===== src/rtl/bit_serializer.sv =====
// bit_serializer: valid/ready word to serial bitstream with a one-word holding buffer
module bit_serializer #(
  parameter int WIDTH     = 8,
  parameter bit MSB_FIRST = 1'b1,
  parameter bit IDLE_BIT  = 1'b0
) (
  input  logic             clock,
  input  logic             reset,
  input  logic [WIDTH-1:0] data_in,
  input  logic             data_valid,
  output logic             data_ready,
  input  logic             shift_en,
  output logic             serial_out,
  output logic             serial_valid,
  output logic             word_done,
  output logic             busy
);
  localparam int BW = $clog2(WIDTH);
  typedef enum logic {IDLE, SHIFT} state_t;
  state_t           state, state_n;
  logic [WIDTH-1:0] sreg, sreg_n, hold, hold_n, shifted;
  logic [BW-1:0]    bcnt, bcnt_n;
  logic             hold_full, hold_full_n, word_done_n;
  logic             accept, consume, last;
  assign data_ready   = !hold_full;
  assign accept       = data_valid & data_ready;
  assign consume      = (state == SHIFT) & shift_en;
  assign last         = consume & (bcnt == BW'(WIDTH - 1));
  assign shifted      = MSB_FIRST ? {sreg[WIDTH-2:0], 1'b0} : {1'b0, sreg[WIDTH-1:1]};
  assign serial_valid = (state == SHIFT);
  assign serial_out   = (state == SHIFT) ? (MSB_FIRST ? sreg[WIDTH-1] : sreg[0]) : IDLE_BIT;
  assign busy         = (state == SHIFT) | hold_full;
  // next state: load from input or hold, shift on consume, park the early word in hold
  always_comb begin
    state_n     = state;
    sreg_n      = sreg;
    bcnt_n      = bcnt;
    hold_n      = hold;
    hold_full_n = hold_full;
    word_done_n = 1'b0;
    if (state == IDLE) begin
      if (accept) begin
        sreg_n  = data_in;
        bcnt_n  = '0;
        state_n = SHIFT;
      end
    end else begin
      if (last) begin
        word_done_n = 1'b1;
        bcnt_n      = '0;
        if (hold_full) begin
          sreg_n      = hold;
          hold_full_n = 1'b0;
        end else if (accept) sreg_n = data_in;
        else state_n = IDLE;
      end else if (consume) begin
        sreg_n = shifted;
        bcnt_n = bcnt + 1'b1;
      end
      if (accept && !last) begin
        hold_n      = data_in;
        hold_full_n = 1'b1;
      end
    end
  end
  // state registers; reset discards any in-flight and held word
  always_ff @(posedge clock or posedge reset) begin
    if (reset) begin
      state     <= IDLE;
      sreg      <= '0;
      bcnt      <= '0;
      hold      <= '0;
      hold_full <= 1'b0;
      word_done <= 1'b0;
    end else begin
      state     <= state_n;
      sreg      <= sreg_n;
      bcnt      <= bcnt_n;
      hold      <= hold_n;
      hold_full <= hold_full_n;
      word_done <= word_done_n;
    end
  end
endmodule

===== config.mk =====
export PLATFORM = sky130hd
export DESIGN_NAME = bit_serializer
export DESIGN_NICKNAME = d
export VERILOG_FILES = /design/src/rtl/bit_serializer.sv
export SDC_FILE = /design/constraint.sdc
export NUM_CORES = 1
export LEC_CHECK = 0
export CAP_MARGIN = 10
export CORE_ASPECT_RATIO = 1.1
export CORE_MARGIN = 5
export CORE_UTILIZATION = 34
export CTS_CLUSTER_SIZE = 30
export DETAILED_ROUTE_END_ITERATION = 8
export PLACE_DENSITY = 0.55
export REMOVE_ABC_BUFFERS = 1
export SKIP_LAST_GASP = 1
export SLEW_MARGIN = 20
export SYNTH_ARGS = -nofsm -noshare
export SYNTH_HDL_FRONTEND = slang
export SYNTH_SLANG_ARGS = --single-unit

===== constraint.sdc =====
create_clock -name clock -period 2.4 [get_ports clock]
set_clock_uncertainty 0.15 [all_clocks]
set_input_delay 0.48 -clock clock [delete_from_list [all_inputs] [get_ports clock]]
set_output_delay 0.48 -clock clock [all_outputs]
set_load 0.1 [all_outputs]

==> flow_summary.json, run 1 <==
{
  "layout_commonest_cell": "dfrtp_1",
  "yosysTopAreaCellShare_pct": 47.57,
  "synth_area_mm2": 0.001157,
  "final_core_util_pct": 42.16,
  "grt_usage_pct": 11.31,
  "drive_above_1_share_pct": 20.16,
  "io-pin-count": 17,
  "setup_viol": 0,
  "yosysWarningCount": 0,
  "die_w_um": 65.63,
  "crit_path_start_kind": "register",
  "cp_slowest_cell": "dfrtp_1",
  "power.density_mw_per_mm2": 1074,
  "grt.overflow.total": 0,
  "worst-path-max-fanout": 16,
  "post_cts_resized": 0,
  "syn-mean-instance-area_um2": 10.72,
  "pre_cts_ws_ns": 0.1799,
  "drc": 0,
  "start_util_pct": 35.04,
  "avgRoutedWirePerCell_um": 15.21,
  "grt_antenna_before_repair": 0,
  "placed_area_mm2": 0.001356,
  "crit_path_end_kind": "primary output",
  "tightest_slew_ns": 0.5378,
  "dieArea_mm2": 0.004672,
  "wl_um": 2434,
  "ys_types": 27,
  "fmax_mhz": 477.0,
  "placed_cells_incl_taps": 156,
  "die_h_um": 71.19,
  "cts.sinks": 22,
  "fillers": 329,
  "place.gp.congestion": 0.7528,
  "clk_latency_ns": 0.31,
  "grt_pass1_wl_um": 4077,
  "hold_path.class": "input port to async pin",
  "cap_violations": 0,
  "ys_ff_latch": 22,
  "drt_iter0_drc": 21,
  "final_cell_mix": "22 x dfrtp_1, 20 x nand2_1, 11 x clkdlybuf4s50_1",
  "numCtsBuffers": 3,
  "diodes": 0,
  "yosysTopAreaCell": "dfrtp_1",
  "slowest_delay_ns": 0.53,
  "worst_ir_drop_vdd_uv": 480.4,
  "root_buffer": "clkbuf_4",
  "syn_to_final_growth_pct": 20.32,
  "synth_cells": 108,
  "maxSlewViolCount": 0,
  "routed-via-count": 869,
  "slew_headroom_pct": 64.03,
  "rsz0062_at_grt": "no",
  "cp_data_arrival_time_ns": 1.47,
  "finalPower_mw": 1.496,
  "antenna_left": 0,
  "cts_setup_buffers": 0,
  "grt_max_degree": 23,
  "coreArea_mm2": 0.003303,
  "cts_tree": "built",
  "final_area_mm2": 0.001393,
  "fin_ws_ns": 0.3038,
  "cp.required_ns": 1.77,
  "first_global_vias": 834,
  "clk_pin_slew_ns": 0.12,
  "dr.pass1.iters": 4,
  "clk_path_buf_depth": 2,
  "hpwl_um": 1705,
  "path_buf_inv": 2,
  "cts_hold_buf": 0,
  "rows": 22,
  "nNetsFinal": 139,
  "cp_top_family": "flip-flops",
  "critical_path_class": "register to primary output",
  "viasPerCell": 5.431,
  "portBuffers": 16,
  "synth.area.top_cells": "dfrtp_1 48%, mux2_2 7.8%, mux2i_1 6.9%, nand2_1 6.5%, a2bb2oi_1 6.1%",
  "status": "finished clean",
  "post-route-period-util_pct": 87.34,
  "stdcell_count": 160,
  "p_leak_nw": 0.6149,
  "cts_max_level": 1,
  "path_cells": "inv_2, nand2_1, buf_12",
  "report.final.hold_viol_count": 0,
  "min_period_ns": 2.096,
  "yosysSeqAreaShare_pct": 47.57
}
[final timing paths]
kind	start	slack, ns	depth (start not counted)	to
max	serial_valid	0.30	3	busy
min	reset	0.34	3	serial_valid
max reg2reg	bcnt[0]	0.36	4	sreg[0]
min reg2reg	hold[4]	0.34	2	sreg[4]
max in group asynchronous	reset	1.54	3	sreg[3]
min in group clock	hold[4]	0.34	2	sreg[4]
[cells in the mapped netlist]
cell and number:
a32oi_1 1, clkbuf_1 2, mux2_2 8, nor2b_2 1, a2bb2oi_1 8, a21oi_1 2, inv_2 1, and2_1 1
o21ai_0 3, inv_1 3, and4_1 1, ha_1 2, o221ai_1 8, nand3_1 3, nor3b_1 1, clkinv_1 1
a31oi_2 1, nor2_1 2, dfrtp_1 22, nand3_4 1, buf_4 1, buf_6 1, mux2i_1 8, nand2_1 20
nand2b_1 2, buf_2 3, or2_2 1
[state kept, by name, summed over array words and instances, names as in the netlist]
signal	cells
sreg	8
bcnt	3
hold_full	1
serial_valid	1
word_done	1
hold	8
[logic make-up after synthesis]
family | after synthesis | share of synthesized area, %
DFF | 22 | 47.57
AOI/OAI and AO/OA | 23 | 16.11
muxes | 16 | 14.70
and+or+nand+nor | 33 | 14.27
buffers and inverters | 12 | 5.189
adders and majority gates | 2 | 2.162
[report_power, final]
part           internal [mW]  total (mW)  switching, mW
clock network         0.0927       0.209          0.117
registers              0.517       0.629          0.112
logic                  0.278       0.657          0.379
total                  0.887        1.50          0.608
[through the flow]
| stage | TNS, ns | hold slack [ns] |
|---|---|---|
| 2_1_floorplan | -0.4356 | 0.3003 |
| 4_1_cts | 0 | 0.3396 |
| 6_report | 0 | 0.3364 |
| 3_5_place_dp | 0 | 0.3135 |
| 3_3_place_gp | 0 | 0.3137 |
| 5_1_grt | 0 | 0.3526 |
[worst register-to-register path: cells and delay by family (launching register included)]
family / cells / cell delay (ns)
fa+ha+maj: 2 / 0.57
flops: 1 / 0.43
compound gates: 2 / 0.76
[per-layer routing]
layer	up-vias	global-route usage (%)	share of wire, %
met2	18	16.70	48
met4	0	2.765	0.94
met3	5	3.810	5.1
li1	428	-	-
met5	-	0	0
met1	418	15.80	46
[area by class of cell]
cell class	count	area (um^2)	area share, %
Inverter	5	18.77	1.348
Multi-Input combinational cell	74	546.8	39.26
Tap cell	36	45.04	3.234
Timing Repair Buffer	19	195.2	14.02
Sequential cell	22	550.5	39.53
Clock buffer	4	36.28	2.606
Power figures use the tool's default switching activity.
==> inputs of run 2 (changes only) <==
--- a/config.mk
+++ b/config.mk
@@ -11,6 +11,8 @@
 export CORE_UTILIZATION = 34
 export CTS_CLUSTER_SIZE = 30
 export DETAILED_ROUTE_END_ITERATION = 8
+export GPL_ROUTABILITY_DRIVEN = 0
+export MAX_ROUTING_LAYER = met4
 export PLACE_DENSITY = 0.55
 export REMOVE_ABC_BUFFERS = 1
 export SKIP_LAST_GASP = 1
==> constraint.sdc (replaced) <==
create_clock -name clock -period 2.65 [get_ports clock]
set_clock_uncertainty 0.15 [all_clocks]
set_input_delay 0.53 -clock clock [delete_from_list [all_inputs] [get_ports clock]]
set_output_delay 0.53 -clock clock [all_outputs]
set_load 0.1 [all_outputs]
==> flow_summary.json, run 2 (synthesized netlist as in run 1, its figures left out) <==
{
  "nNetsFinal": 139,
  "report.final.hold_viol_count": 0,
  "drive_above_1_share_pct": 20.16,
  "routed-via-count": 851,
  "antenna_left": 0,
  "io-pin-count": 17,
  "final_core_util_pct": 41.89,
  "power.density_mw_per_mm2": 1018,
  "setup_viol": 0,
  "power_frac_clock_pct": 18.7,
  "seq_area_um2": 550.5,
  "hpwl_um": 1734,
  "swShare_pct": 39.26,
  "portBuffers": 16,
  "cts_tree": "built",
  "status": "finished clean",
  "viasPerCell": 5.319,
  "grt.overflow.total": 0,
  "grt_antenna_before_repair": 0,
  "root_buffer": "clkbuf_4",
  "cts_max_level": 1,
  "drc": 0,
  "crit_path_start_kind": "register",
  "finalPower_mw": 1.409,
  "intPower_mw": 0.8558,
  "cp.required_ns": 1.97,
  "cts_setup_buffers": 0,
  "rsz0062_at_grt": "no",
  "syn_to_final_growth_pct": 19.57,
  "grt_max_degree": 23,
  "cts.sinks": 22,
  "clk_path_buf_depth": 2,
  "fmax_mhz": 461.5,
  "avgRoutedWirePerCell_um": 15.69,
  "cts_hold_buf": 0,
  "hold_path.class": "register to register",
  "cap_violations": 0,
  "post-route-period-util_pct": 81.77,
  "slew_headroom_pct": 65.75,
  "post_cts_resized": 0,
  "tightest_slew_ns": 0.5121,
  "dieArea_mm2": 0.004672,
  "crit_path_end_kind": "primary output",
  "dr.pass1.iters": 4,
  "coreArea_mm2": 0.003303,
  "die_h_um": 71.19,
  "fin_ws_ns": 0.4831,
  "combPwrFrac_pct": 40.9,
  "p_seq_share_pct": 40.5,
  "net-switching-power_mw": 0.5532,
  "layout_commonest_cell": "dfrtp_1",
  "fillers": 330,
  "finalSetupTns_ns": 0,
  "final_cell_mix": "22 x dfrtp_1, 20 x nand2_1, 11 x clkdlybuf4s50_1",
  "reg_top3": "hold x8, sreg x8, bcnt x3",
  "worst-path-max-fanout": 16,
  "p_leak_nw": 0.6122,
  "start_util_pct": 35.04,
  "clk_latency_ns": 0.31,
  "rows": 22,
  "placed_cells_incl_taps": 156,
  "placed_area_mm2": 0.001331,
  "final_area_mm2": 0.001384,
  "critical_path_class": "register to primary output",
  "multiInputGateArea_um2": 546.8,
  "numCtsBuffers": 3,
  "wl_um": 2510,
  "maxSlewViolCount": 0,
  "drt_iter0_drc": 20,
  "min_period_ns": 2.167,
  "cp_data_arrival_time_ns": 1.49,
  "diodes": 0,
  "grt_pass1_wl_um": 4347,
  "grt_usage_pct": 12.21,
  "first_global_vias": 895,
  "stdcell_count": 160,
  "hold-worst-slack_ns": 0.3557,
  "worst_ir_drop_vdd_uv": 348.2,
  "pre_cts_ws_ns": 0.3825,
  "die_w_um": 65.63,
  "clk_pin_slew_ns": 0.13
}
==> run 2: changes by cell type in the layout (fill, tap and decap cells not counted), sizes merged <==
cell	delta
bufinv	+1
clkbuf	-1
==> run 2: path summary, 6_finish.rpt <==
path | end | start | depth (start not counted) | slack, ns
worst max-delay path | busy | serial_valid | 3 | 0.48
worst min-delay path | sreg[3] | hold[3] | 2 | 0.36
worst max register to register | sreg[0] | bcnt[0] | 4 | 0.61
worst min register to register | sreg[3] | hold[3] | 2 | 0.36
max in group asynchronous | hold[6] | reset | 3 | 1.74
min in group asynchronous | serial_valid | reset | 3 | 0.39
==> run 2: worst max-delay path, cell delays in order, from the launching register on <==
cell and delay, ns:
dfrtp_1 0.57, inv_2 0.21, nand2_1 0.10, buf_4 0.29
==> run 2: routing by layer <==
metal  vias up  GRT usage (%)  part of all wire, %
met2        20          18.49                   47
met3         0          2.698                  4.9
met5         -              -                    0
li1        425              -                    -
met4         0          2.765                    0
met1       406          16.58                   48
==> run 2: cell type report <==
| type | instances | share of cell area (%) |
|---|---|---|
| clock buffers | 3 | 1.627 |
| clock inverters | 1 | 2.170 |
| inverters | 5 | 1.356 |
| multi-input cells | 74 | 39.51 |
| flip-flops and latches | 22 | 39.78 |
| well taps | 36 | 3.255 |
| repair buffers | 19 | 12.30 |
==> run 2: power groups by stage <==
stage / Sequential (mW) / Combinational (mW) / Clock (mW)
6_report: 0.570 / 0.576 / 0.263
5_1_grt: 0.591 / 0.635 / 0.283
4_1_cts: 0.571 / 0.587 / 0.272
3_5_place_dp: 0.578 / 0.585 / 0
3_3_place_gp: 0.572 / 0.568 / 0
2_1_floorplan: 0.609 / 0.400 / 0
==> inputs of run 3 (changes only) <==
--- a/config.mk
+++ b/config.mk
@@ -13,7 +13,7 @@
 export DETAILED_ROUTE_END_ITERATION = 8
 export GPL_ROUTABILITY_DRIVEN = 0
 export MAX_ROUTING_LAYER = met4
-export PLACE_DENSITY = 0.55
+export PLACE_DENSITY = 0.57
 export REMOVE_ABC_BUFFERS = 1
 export SKIP_LAST_GASP = 1
 export SLEW_MARGIN = 20
==> constraint.sdc (replaced) <==
create_clock -name clock -period 1.8 [get_ports clock]
set_clock_uncertainty 0.15 [all_clocks]
set_input_delay 0.36 -clock clock [delete_from_list [all_inputs] [get_ports clock]]
set_output_delay 0.36 -clock clock [all_outputs]
set_load 0.1 [all_outputs]
==> flow_summary.json, run 3 (synthesized netlist as in run 1, its figures left out) <==
{
  "crit_path_start_kind": "register",
  "slowest_delay_ns": 0.39,
  "final_area_mm2": 0.001541,
  "grt_antenna_before_repair": 0,
  "worst_ir_drop_vdd_uv": 562.7,
  "post-route-period-util_pct": 93.80,
  "power.density_mw_per_mm2": 1396,
  "power_frac_clock_pct": 10.2,
  "fin_ws_ns": 0.1116,
  "cts_tree": "built",
  "crit_start": "bcnt[1]",
  "setup_viol": 0,
  "dieArea_mm2": 0.004672,
  "first_global_vias": 984,
  "critical_path_class": "register to register",
  "grt_pass1_wl_um": 4643,
  "busiest_layer": "met2",
  "crit_path_end_kind": "register",
  "start_util_pct": 35.04,
  "report.final.hold_viol_count": 0,
  "combPwrFrac_pct": 51.2,
  "slew_headroom_pct": 75.96,
  "met1_usage_pct": 17.47,
  "placed_area_mm2": 0.001476,
  "grt_use_met3_pct": 2.857,
  "syn_to_final_growth_pct": 33.19,
  "wl_um": 2596,
  "final_cell_mix": "20 x nand2_1, 20 x dfrtp_1, 19 x buf_4",
  "hpwl_um": 1898,
  "io-pin-count": 17,
  "viasPerCell": 5.217,
  "cp.required_ns": 1.85,
  "grt_usage_pct": 13.11,
  "p_leak_nw": 0.6914,
  "path_buf_inv": 0,
  "pre_cts_ws_ns": -0.09174,
  "cp_data_arrival_time_ns": 1.74,
  "path_cells": "ha_1, ha_2, nand2_1, nand3_4, mux2_2",
  "coreArea_mm2": 0.003303,
  "die_h_um": 71.19,
  "cp_slowest_cell": "dfrtp_1",
  "cts_max_level": 1,
  "cts.sinks": 22,
  "drive_above_1_share_pct": 31.65,
  "net-switching-power_mw": 0.8363,
  "cts_hold_buf": 0,
  "numCtsBuffers": 3,
  "nNetsFinal": 155,
  "fillers": 317,
  "clk_latency_ns": 0.30,
  "min_period_ns": 1.688,
  "drt_iter0_drc": 34,
  "grt_max_degree": 23,
  "finalSetupTns_ns": 0,
  "hold_path.class": "input port to async pin",
  "reg_top3": "hold x8, sreg x8, bcnt x3",
  "rows": 22,
  "intPower_mw": 1.315,
  "worst-path-max-fanout": 8,
  "root_buffer": "clkbuf_4",
  "fmax_mhz": 592.3,
  "dr.pass1.iters": 4,
  "drc": 0,
  "avgRoutedWirePerCell_um": 14.83,
  "timing.rr.start": "bcnt[1]",
  "die_w_um": 65.63,
  "clk_path_buf_depth": 2,
  "p_seq_share_pct": 38.6,
  "antenna_left": 0,
  "status": "finished clean",
  "portBuffers": 16,
  "cp_top_family": "adder cells",
  "maxSlewViolCount": 0,
  "routed-via-count": 913,
  "swShare_pct": 38.87,
  "cap_violations": 0,
  "grt.overflow.total": 0,
  "tightest_slew_ns": 0.3606,
  "diodes": 0,
  "clk_pin_slew_ns": 0.12,
  "use_met2_pct": 19.27
}
-- run 3: power by group through the flow --
stage | logic [mW] | clock network [mW] | registers [mW]
2_1_floorplan | 0.589 | 0 | 0.897
3_3_place_gp | 1.00 | 0 | 0.846
3_5_place_dp | 1.03 | 0 | 0.852
4_1_cts | 1.03 | 0.235 | 0.844
5_1_grt | 1.21 | 0.271 | 0.861
6_report | 1.10 | 0.219 | 0.831
-- run 3: tightest hold or removal path: stages --
cell and delay, ns:
clkdlybuf4s50_1 0.40, inv_1 0.06, buf_4 0.28
-- run 3: final cells by class --
type                    instances  area (um^2)  area share, %
clock buffers                   3        22.52          1.461
inverters                       5        18.77          1.218
multi-input cells              74        549.3          35.63
flip-flops and latches         22        553.0          35.88
well taps                      36        45.04          2.922
repair buffers                 35        352.8          22.89
-- run 3: layer usage --
metal | routed length, um | share of wire (%)
met2 | 1246 | 48
met5 | 0 | 0
met3 | 74 | 2.9
met4 | 25 | 0.96
met1 | 1250 | 48
-- run 3: worst paths after layout --
check / slack (ns) / endpoint / cells past startpoint
min in group clock: 0.34 / sreg[7] / 2
setup / recovery: 0.11 / hold[5] / 5
hold / removal: 0.24 / sreg[0] / 3
max in group asynchronous: 1.01 / serial_valid / 3
setup reg to reg: 0.11 / hold[5] / 5
hold reg to reg: 0.34 / sreg[7] / 2
-- run 3: per-stage QoR --
stage / hold WS, ns / total power, mW / utilization [%] / instances
finish: 0.2450 / 2.151 / 46.67 / 175
global route: 0.2404 / 2.339 / 46.67 / 175
CTS: 0.2579 / 2.107 / 45.42 / 170
detailed placement: 0.3198 / 1.879 / 44.70 / 167
global placement: 0.3123 / 1.850 / 44.70 / 167
floorplan: 0.1992 / 1.486 / - / 101
-- run 3: timing repair --
action | 4_1_cts | 5_1_grt
setup endpoints to repair | 2 | 18
buffers inserted | 0 | 5
gates resized for setup | 1 | 3
